**src/rtl/accumulator_sequencer.sv**
```systemverilog
// Job controller for one Accumulator: clears it, feeds N stream samples as
// enable strobes, then reads and captures the sum.
module accumulator_sequencer #(
    parameter int Word_Length = 8,
    parameter int CNT_W       = 8,
    parameter int READ_WAIT   = 1
) (
    input  logic                   clk,
    input  logic                   n_rst,
    input  logic                   start,
    input  logic [CNT_W-1:0]       num_samples,
    input  logic                   abort,
    input  logic                   in_valid,
    input  logic [Word_Length-1:0] in_data,
    output logic                   in_ready,
    output logic                   acc_clear,
    output logic                   acc_enable,
    output logic [Word_Length-1:0] acc_data,
    output logic                   acc_read,
    input  logic [Word_Length-1:0] acc_result,
    output logic                   busy,
    output logic                   done,
    output logic                   result_valid,
    output logic [Word_Length-1:0] result
);

    typedef enum logic [2:0] {
        IDLE,
        CLEAR,
        FEED,
        READ,
        DONE
    } state_t;

    state_t           state, state_n;
    logic [CNT_W-1:0] remaining, remaining_n;
    logic [3:0]       wait_cnt, wait_cnt_n;
    logic             xfer;
    logic             last_read;
    logic             kill;
    logic             zero_job;

    assign in_ready  = (state == FEED);
    assign xfer      = in_ready & in_valid;
    assign last_read = (wait_cnt == 4'(READ_WAIT));
    assign kill      = abort & (state != IDLE);
    assign zero_job  = (num_samples == '0);

    always_comb begin
        state_n     = state;
        remaining_n = remaining;
        wait_cnt_n  = wait_cnt;
        unique case (state)
            IDLE: begin
                if (start) begin
                    if (zero_job) begin
                        state_n = DONE;
                    end else begin
                        state_n     = CLEAR;
                        remaining_n = num_samples;
                    end
                end
            end
            CLEAR: state_n = FEED;
            FEED: begin
                if (xfer) begin
                    remaining_n = remaining - CNT_W'(1);
                    if (remaining == CNT_W'(1)) begin
                        state_n    = READ;
                        wait_cnt_n = '0;
                    end
                end
            end
            READ: begin
                if (last_read) state_n = DONE;
                else wait_cnt_n = wait_cnt + 4'd1;
            end
            DONE: state_n = IDLE;
            default: state_n = IDLE;
        endcase
        // abort wins over any same-cycle transfer or completion
        if (kill) state_n = IDLE;
    end

    always_ff @(posedge clk) begin
        if (!n_rst) begin
            state        <= IDLE;
            remaining    <= '0;
            wait_cnt     <= '0;
            acc_clear    <= 1'b0;
            acc_enable   <= 1'b0;
            acc_data     <= '0;
            acc_read     <= 1'b0;
            busy         <= 1'b0;
            done         <= 1'b0;
            result_valid <= 1'b0;
            result       <= '0;
        end else begin
            state      <= state_n;
            remaining  <= remaining_n;
            wait_cnt   <= wait_cnt_n;
            acc_clear  <= (state_n == CLEAR);
            acc_read   <= (state_n == READ);
            done       <= (state_n == DONE);
            busy       <= (state_n != IDLE);
            acc_enable <= xfer & ~kill;
            if (kill) acc_data <= '0;
            else if (xfer) acc_data <= in_data;
            if (state == READ && last_read && !kill)
                result <= acc_result;
            else if (state == IDLE && start && zero_job)
                result <= '0;
            if (kill) result_valid <= 1'b0;
            else if (state_n == DONE) result_valid <= 1'b1;
            else if (state == IDLE && start) result_valid <= 1'b0;
        end
    end

endmodule

```
**config.mk**
```make
export PLATFORM = sky130hd
export DESIGN_NAME = accumulator_sequencer
export DESIGN_NICKNAME = d
export VERILOG_FILES = /design/src/rtl/accumulator_sequencer.sv
export SDC_FILE = /design/constraint.sdc
export NUM_CORES = 1
export LEC_CHECK = 0
export BUFFER_PORTS_ARGS = -buffer_cell sky130_fd_sc_hd__buf_2
export CORE_MARGIN = 4
export CORE_UTILIZATION = 54
export CTS_CLUSTER_SIZE = 10
export DETAILED_ROUTE_END_ITERATION = 10
export MAX_ROUTING_LAYER = met4
export PLACE_DENSITY_LB_ADDON = 0.3
export SETUP_SLACK_MARGIN = 0.15
export SYNTH_ARGS = -nofsm -noshare
export SYNTH_HDL_FRONTEND = slang
export SYNTH_SLANG_ARGS = --single-unit
```
**constraint.sdc**
```tcl
create_clock -name clk -period 5.45 [get_ports clk]
set_clock_uncertainty 0.15 [all_clocks]
set_input_delay 0.2725 -clock clk [delete_from_list [all_inputs] [get_ports clk]]
set_output_delay 0.2725 -clock clk [all_outputs]
set_load 0.01 [all_outputs]
```
==> metrics.yaml <==
status: "completed"
first_pass_iters: 4
critPathMaxFanout: 19
ios: 52
clock-root-buffer: "clkbuf_4"
multiInputGateArea_um2: 872
yosysUniqueCellTypes: 46
worstPathCellList: "or3b_1 -> inv_4 -> nand2_2 -> and2_4 -> o32ai_1"
cts_setup_buffers: 0
antenna_found_initial: 0
worstPathArrival_ns: 2.37
hold_buffers: 0
fin_crit_ns: 2.28
path_clk_slew_ns: 0.11
crit_path_top_delay_cell: "or3b_1"
seq_area_um2: 741
rsz0062_at_grt: "no"
die_w_um: 64.0
fmax_mhz: 438
initialDrtViolationCount: 83
fin_tns_setup_ns: 0
drive_gt1_frac: 0.258
yosysMostFrequentCell: "nand2_1"
fp.coreArea_um2: 3030
cts_resized: 0
cp_top_family: "simple AND/OR/NAND/NOR gates"
synth_edf_count: 0
htree_levels: 2
groute.layer.met3.usage: 0.0510
synth_ff_type: "dfxtp_1"
start_kind: "flip-flop"
grt_overflow: 0
power_leakage_nw: 0.828
top_usage_layer: "met2"
synth_commonest_cells: "nand2_1 (39), dfxtp_1 (37), a21oi_1 (35)"
slew_headroom: 0.550
num_antenna_cells: 0
postSynthCellCount: 208
fin_nets: 288
wl_per_cell_um: 13.2
power_density_nw_per_um2: 288
use_met1: 0.260
max_stage_delay_ns: 0.62
die_y_um: 64.0
grt_pass1_wl_um: 6600
dieArea_um2: 4090
io_buffer_count: 51
postRouteAntennaNets: 0
synth_area_per_cell_um2: 8.14
synth_top_cell_by_area: "dfxtp_1"
max-vdd-ir-drop_mv: 0.202
cts_tree: "done"
drv_slew: 0
ys_seq_area_frac: 0.438
dp_hpwl_um: 2880
clk_latency_ns: 0.33
synth.top_cell.area_share: 0.438
yosys_warnings: 0
finalHoldViolCount: 0
gp_congestion: 0.902
num_vias: 1689
synth-seq-cells: 37
cap_violations: 0
synthTopCellsByArea: "dfxtp_1 (44%), a21oi_1 (10%), nand2_1 (8.6%)"
area_growth_pct: 19.9
tightest_slew_ns: 0.673
cp-end-kind: "flip-flop"
grt_max_degree: 20
postLayoutCoreUtil: 0.670
finalSetupViolCount: 0
cts_made_buffers: 5
grtUsageTotal: 0.211
netlist_area_um2: 1690
initial_core_util: 0.559
drc: 0
path_buf_inv: 1
routed_wl_um: 3950
clock-sinks: 37
vias_per_cell: 5.63
syn-num-nets: 241
fin_crit_sh: 0.419
fill_cells: 270
met2_usage: 0.328
grt_pass1_vias: 1450
path_class: "reg -> reg"
cp.required_ns: 5.54
rows: 20
clk_path_buf_depth: 2
synth_async_sr_flop_share: 0
hold_class: "in -> reg"
-- cell families (layout without fill, tap and decap cells) --
kind of cell,after synthesis,count (layout),share of synthesized area
DFF,37,37,0.438
adders and majority gates,4,4,0.0296
AOI/OAI and AO/OA,58,58,0.208
and+or+nand+nor,93,93,0.278
buffers and inverters,16,64,0.0473
-- metrics by stage --
step	hold WS (ns)	power, mW	std cells	instance area [um^2]	setup slack, ns
after floorplan	0.258	0.368	208	1690	3.50
after global placement	0.288	0.395	292	1940	3.28
after detailed placement	0.294	0.395	292	1940	3.20
after CTS	0.0174	0.585	300	2030	3.18
after global routing	0.00880	0.613	300	2030	2.98
final	0.0263	0.584	300	2030	3.17
-- worst paths after layout --
| path | start | end | slack [ns] | cells past startpoint |
|---|---|---|---|---|
| worst min-delay path | acc_result[6] | result[6] | 0.03 | 3 |
| worst max-delay path | state[1] | remaining[6] | 3.17 | 5 |
| worst min register to register | acc_data[0] | acc_data[0] | 0.31 | 2 |
| worst max register to register | state[1] | remaining[6] | 3.17 | 5 |
-- area by class of cell --
type                    count  share of cell area
multi-input cells         155               0.430
flip-flops and latches     37               0.365
repair buffers             51               0.126
clock buffers               7              0.0271
well taps                  44              0.0271
clock inverters             1              0.0148
inverters                   5              0.0105
-- where the power goes --
part / total [mW] / switching [mW] / internal (mW)
Sequential: 0.295 / 0.0126 / 0.282
Combinational: 0.0956 / 0.0555 / 0.0401
Clock: 0.193 / 0.0838 / 0.110
Total: 0.584 / 0.152 / 0.432
-- routing by layer --
layer,vias to the layer above,share of wire
li1,837,-
met1,770,0.44
met2,73,0.47
met3,9,0.074
met4,0,0.015
met5,-,0
-- flip-flops by register name, indices dropped and copies added, names as in the netlist --
name / flops
acc_clear: 1
acc_data: 8
acc_enable: 1
acc_read: 1
busy: 1
done: 1
remaining: 8
result: 8
result_valid: 1
state: 3
wait_cnt: 4
-- placed cells by master, fill, tap and decap left out, types with 2 or more instances in the layout --
| cell | netlist | final |
|---|---|---|
| nor2_1 | 13 | 13 |
| inv_1 | 3 | 3 |
| ha_1 | 4 | 4 |
| and3_1 | 2 | 2 |
| nand3_1 | 12 | 12 |
| o32ai_1 | 5 | 5 |
| nor4_1 | 4 | 4 |
| or3_1 | 2 | 2 |
| a21oi_1 | 35 | 35 |
| nand2_1 | 39 | 39 |
| nand3b_1 | 2 | 2 |
| o21ai_0 | 5 | 5 |
| nor3_1 | 3 | 3 |
| or4_1 | 2 | 2 |
| and2_1 | 2 | 2 |
| buf_2 | 2 | 51 |
| dfxtp_1 | 37 | 37 |
| clkbuf_4 | 0 | 5 |
| nor3b_1 | 2 | 2 |
-- worst min-delay path: cells and delay by family --
| kind | cells | cell delay, ns |
|---|---|---|
| buf+inv | 1 | 0.09 |
| compound gates | 1 | 0.05 |
| simple gates | 1 | 0.04 |
No activity file was read; power rests on OpenSTA's default activity.
